$ cat src/rtl/pc_fetch_ctrl.sv
// Instruction fetch controller: a one-deep fetch buffer between instruction memory and decode.
// It handles branch redirects (including late flushes of an in-flight fetch), exception entry/return, and halt.
module pc_fetch_ctrl (
  input  logic        clk,
  input  logic        rst,
  output logic        imem_req,
  output logic [15:0] imem_addr,
  input  logic        imem_done,
  input  logic [15:0] imem_data,
  output logic        if_valid,
  input  logic        id_ready,
  output logic [15:0] instr,
  output logic [15:0] pc,
  output logic [15:0] pc_plus2,
  input  logic        redirect_valid,
  input  logic [15:0] redirect_pc,
  input  logic        siic,
  input  logic        rti,
  input  logic        halt,
  output logic [15:0] epc_value,
  output logic        halted,
  output logic        err
);

  typedef enum logic [2:0] {IDLE, FETCH, HOLD, DRAIN, HALT} state_t;

  state_t      state_q;
  logic [15:0] pc_q;
  logic [15:0] epc_q;
  logic [15:0] instr_q;
  logic        req_q;
  logic        valid_q;
  logic        halted_q;
  logic        err_q;
  logic [15:0] pc_inc;
  logic [15:0] target;

  assign pc_inc = pc_q + 16'd2;
  // Branch targets are always forced even; a set bit 0 is only reported via err.
  assign target = {redirect_pc[15:1], 1'b0};

  always_ff @(posedge clk) begin
    if (!rst) begin
      state_q  <= IDLE;
      pc_q     <= '0;
      epc_q    <= '0;
      instr_q  <= '0;
      req_q    <= 1'b0;
      valid_q  <= 1'b0;
      halted_q <= 1'b0;
      err_q    <= 1'b0;
    end else begin
      err_q <= 1'b0;
      case (state_q)
        IDLE: begin
          state_q <= FETCH;
          req_q   <= 1'b1;
        end
        FETCH: begin
          if (redirect_valid) begin
            // Late flush: the in-flight word is stale; wait it out in DRAIN unless it lands now.
            pc_q  <= target;
            err_q <= redirect_pc[0];
            if (!imem_done) begin
              state_q <= DRAIN;
              req_q   <= 1'b0;
            end
          end else if (imem_done) begin
            instr_q <= imem_data;
            state_q <= HOLD;
            req_q   <= 1'b0;
            valid_q <= 1'b1;
          end
        end
        HOLD: begin
          if (id_ready) begin
            valid_q <= 1'b0;
            state_q <= FETCH;
            req_q   <= 1'b1;
            if (siic) begin
              epc_q <= pc_inc;
              pc_q  <= 16'h0002;
            end else if (rti) begin
              pc_q <= epc_q;
            end else if (halt) begin
              state_q  <= HALT;
              req_q    <= 1'b0;
              halted_q <= 1'b1;
            end else if (redirect_valid) begin
              pc_q  <= target;
              err_q <= redirect_pc[0];
            end else begin
              pc_q <= pc_inc;
            end
          end
        end
        DRAIN: begin
          if (redirect_valid) begin
            pc_q  <= target;
            err_q <= redirect_pc[0];
          end
          if (imem_done) begin
            state_q <= FETCH;
            req_q   <= 1'b1;
          end
        end
        HALT: state_q <= HALT;
        default: begin
          state_q  <= IDLE;
          req_q    <= 1'b0;
          valid_q  <= 1'b0;
          halted_q <= 1'b0;
        end
      endcase
    end
  end

  assign imem_req  = req_q;
  assign imem_addr = pc_q;
  assign if_valid  = valid_q;
  assign instr     = instr_q;
  assign pc        = pc_q;
  assign pc_plus2  = pc_inc;
  assign epc_value = epc_q;
  assign halted    = halted_q;
  assign err       = err_q;

endmodule

$ cat config.mk
export PLATFORM = sky130hd
export DESIGN_NAME = pc_fetch_ctrl
export DESIGN_NICKNAME = d
export VERILOG_FILES = /design/src/rtl/pc_fetch_ctrl.sv
export SDC_FILE = /design/constraint.sdc
export NUM_CORES = 1
export LEC_CHECK = 0
export BUFFER_PORTS_ARGS = -buffer_cell sky130_fd_sc_hd__buf_2
export CORE_ASPECT_RATIO = 1.1
export CORE_MARGIN = 10
export CORE_UTILIZATION = 49
export CTS_CLUSTER_DIAMETER = 50
export DETAILED_ROUTE_END_ITERATION = 10
export GPL_ROUTABILITY_DRIVEN = 0
export PLACE_DENSITY = 0.9
export RECOVER_POWER = 100
export SETUP_SLACK_MARGIN = 0.4
export SYNTH_ARGS = -nofsm -noshare
export SYNTH_HDL_FRONTEND = slang
export SYNTH_SLANG_ARGS = --single-unit
$ cat constraint.sdc
create_clock -name clk -period 2.2 [get_ports clk]
set_input_delay 0.11 -clock clk [delete_from_list [all_inputs] [get_ports clk]]
set_output_delay 0.11 -clock clk [all_outputs]
set_load 0.02 [all_outputs]
==> results.cfg <==
[status]
status = finished clean

[setup_path]
crit_reg_reg_startpoint = state_q[0]
end_kind = output port
chain_of_cells_forming_the_critical_path = nand2_2 > nor4_2 > xor2_2 > buf_6
critPathMaxStageDelay_ps = 480
critPathSlowestCell = sky130_fd_sc_hd__dfxtp_1
timing.critical_path.arrival_ps = 1790
worst-r2r-setup-slack_ps = 350
setup.worst_path.class = flip-flop to output port
critical_path_required_ps = 2090
cp-start-kind = flip-flop
cp_max_fo = 5
r2r_cells = 6
reg2reg_to = epc_value[13]

[place]
placedCellCount = 549
dp_hpwl_um = 7210
buffers_on_ports = 123

[detailed_routing]
dr.pass1.iters = 5
drt_iter0_markers = 199
wirelength_um = 10400
via_per_inst = 5.75
final_antenna_net_count = 0
final_routed_wire_length_divided_by_cell_count_um = 18.0
via_count = 3324
drc = 0

[timing]
final.setup.tns_ps = 0
final_max_slew_viol_count = 0
fmaxAchievable_mhz = 525
final.period_utilization_pct = 86.6
max_clock_skew_ps = 6.30
finalCriticalPeriod_ps = 1900
endpoints_failing_setup = 0
rsz0062_at_grt = yes
slew-limit-headroom_pct = 55.7
final_hold_violations = 0
worst_slew_pin_slew_ps = 663

[min_path]
source_of_the_worst_hold_timing_path = redirect_pc[0]
holdPathStages = 3
worstHoldPathType = input port to flip-flop
hold_end = err

[clock_network]
cts_buffer_count = 5
cts_htree_levels = 2
clkTransAtPathRegs_ps = 110
cts_max_path_buffers = 2
clock_sink_count = 55
cts_hold_repair.buffers = 0
tritoncts = built
clock_latency_ps = 310
ctsRootBufferMaster = sky130_fd_sc_hd__clkbuf_8

[pwr]
design_power_total_mw = 2.45
pwr_density_cell_nw_per_um2 = 628
pwr-share-seq_pct = 45.1
power.share.switching_pct = 34.1
max-vdd-ir-drop_mv = 0.464
cellLeakagePower_nw = 1.54
p_switching_uw = 834
power.share.clock_pct = 29.0
power_frac_comb_pct = 25.9
power_report.internal_total_mw = 1.61

[synthesis]
mappedNetlistNets = 422
post_synth_num_cell_types = 58
syn-instance-count = 381
part_of_the_yosys_area_used_for_sequential_elements_pct = 35.8
synth_top_flop_cell = sky130_fd_sc_hd__dfxtp_1
avgSynthCellArea_sq_um = 8.07
syn_area_sq_um = 3070
synth_enable_flop_cells = 0
yosys_register_bits = 55
async_flop_share_pct = 0
yosysWarnings = 0

[global_route]
first_global_vias = 3259
grt.overflow.total = 0
grt_antenna_before_repair = 0
largest_net_degree_at_the_start_of_global_routing = 27
grt_pass1_wl_um = 15900
groute.usage.overall_pct = 19.8

[floorplan]
design.core.area_sq_um = 6120
start_util_pct = 50.2
die-width_um = 95.5
ioPinCount = 124
core.rowCount = 30
die_area_sq_um = 9840
die_y_um = 103

[final_layout]
layout-area-overhead-vs-synth_pct = 26.9
drive_gt1_share_pct = 24.1
final_net_count = 538
antennaDiodeCount = 0
final.fill_count = 534
final_cells = 578

[flow_run]
drv_cap = 0
[synthesized netlist by cell type, drive strengths merged (2+ instances only)]
master	n	share of area [%]
a21boi	20	4.9
a21oi	16	2.6
a221o	3	0.98
a221oi	5	1.4
a22oi	2	0.65
a32oi	5	1.4
and2	2	0.41
and3b	3	0.86
buf	31	6.9
clkbuf	13	1.6
dfxtp	55	36
inv	4	0.49
mux2i	3	0.98
nand2	58	7.1
nand2b	8	1.6
nand3	10	1.8
nand4	5	1.5
nor2	44	5.4
nor2b	5	1.1
nor3	7	1.5
nor3b	9	2.4
nor4	4	1.8
o211ai	7	1.7
o21ai	26	4.2
o21ba	2	0.65
o221ai	2	0.57
o22ai	2	0.61
xnor2	7	2.2
xor2	6	1.7
[stage by stage]
step           setup WS [ps]  utilization [%]  hold WS [ps]  cell area, sq um
6_report                 295             63.7          29.0              3900
5_1_grt                  186             63.7          35.3              3900
4_1_cts                  370             64.4          29.0              3940
3_5_place_dp             369             59.2           370              3620
3_3_place_gp             470             59.2           360              3620
2_1_floorplan            402                -           252              3100
[how the worst max path moves through the flow]
stage | depth (start not counted) | startpoint | end
2_1_floorplan | 5 | imem_addr[7] | imem_addr[10]
3_3_place_gp | 6 | imem_addr[1] | epc_value[13]
3_5_place_dp | 5 | state_q[0] | imem_addr[12]
4_1_cts | 6 | imem_addr[1] | pc_plus2[13]
5_1_grt | 6 | state_q[0] | epc_value[13]
6_report | 4 | imem_addr[10] | pc_plus2[15]
[power by group through the flow]
stage	logic, mW	registers (mW)	clock network [mW]
after detailed placement	0.590	1.14	0
after floorplan	0.361	1.19	0
after CTS	0.646	1.10	0.720
after global routing	0.687	1.11	0.753
final	0.634	1.10	0.711
after global placement	0.579	1.14	0
[final cells by class]
cell class,count,area [sq um],area share (%)
Multi-Input combinational cell,278,1740,44.7
Sequential cell,55,1150,29.4
Timing Repair Buffer,153,777,19.9
Tap cell,80,100,2.57
Clock buffer,5,68.8,1.77
Clock inverter,3,47.5,1.22
Inverter,4,15.0,0.385
[layer usage]
metal | GRT usage [%] | share of wire, %
met5 | 0 | 0
met2 | 33.0 | 48
met3 | 5.97 | 12
met4 | 7.04 | 2.3
met1 | 23.7 | 38
[critical path: cells and delay by family, from the launching register on]
kind	cells	cell delay (ps)
flip-flops	1	480
XOR/XNOR	1	230
buffers and inverters	1	140
AND/OR/NAND/NOR	2	630
[cells in the final DEF (no fill, tap or decap), types with 3 or more instances in the layout]
cell / netlist / final
sky130_fd_sc_hd__a32oi_1: 5 / 5
sky130_fd_sc_hd__dfxtp_4: 0 / 12
sky130_fd_sc_hd__inv_1: 4 / 4
sky130_fd_sc_hd__nand3_1: 9 / 6
sky130_fd_sc_hd__buf_6: 1 / 5
sky130_fd_sc_hd__buf_2: 10 / 42
sky130_fd_sc_hd__nand2b_1: 8 / 8
sky130_fd_sc_hd__o21ai_0: 26 / 26
sky130_fd_sc_hd__and3b_1: 3 / 3
sky130_fd_sc_hd__nand2_1: 58 / 57
sky130_fd_sc_hd__a221oi_1: 5 / 5
sky130_fd_sc_hd__a221o_1: 3 / 3
sky130_fd_sc_hd__o211ai_1: 7 / 7
sky130_fd_sc_hd__mux2i_1: 3 / 3
sky130_fd_sc_hd__clkbuf_1: 12 / 76
sky130_fd_sc_hd__nand3_2: 1 / 3
sky130_fd_sc_hd__a21oi_1: 16 / 16
sky130_fd_sc_hd__xnor2_2: 1 / 3
sky130_fd_sc_hd__xor2_2: 0 / 3
sky130_fd_sc_hd__nor3b_1: 8 / 8
sky130_fd_sc_hd__clkbuf_8: 0 / 5
sky130_fd_sc_hd__nor2b_1: 4 / 4
sky130_fd_sc_hd__buf_4: 20 / 30
sky130_fd_sc_hd__nor2_1: 44 / 44
sky130_fd_sc_hd__dfxtp_1: 55 / 42
sky130_fd_sc_hd__a21boi_0: 20 / 20
sky130_fd_sc_hd__xor2_1: 6 / 3
sky130_fd_sc_hd__xnor2_1: 6 / 4
sky130_fd_sc_hd__nor3_1: 6 / 6
sky130_fd_sc_hd__nand4_1: 4 / 4
[logic make-up after synthesis]
group / share of synthesized area [%]
simple gates: 26.8
buf+inv: 9.00
compound gates: 22.6
mux: 1.34
xor+xnor: 3.95
fa+ha+maj: 0.407
flops: 35.8
[registers in the layout, summed over array words and instances (netlist names)]
signal / cells
epc_value: 16
err: 1
halted: 1
if_valid: 1
imem_addr: 16
imem_req: 1
instr: 16
state_q: 3
[what timing repair did]
| item | CTS | global route |
|---|---|---|
| endpoints found under the hold margin | 0 | 0 |
| pin swaps | 10 | 6 |
| setup endpoints to repair | 24 | 31 |
| gates cloned | 0 | 0 |
| gates resized for setup | 34 | 14 |
| buffers inserted | 14 | 7 |
Power figures use the tool's default switching activity.
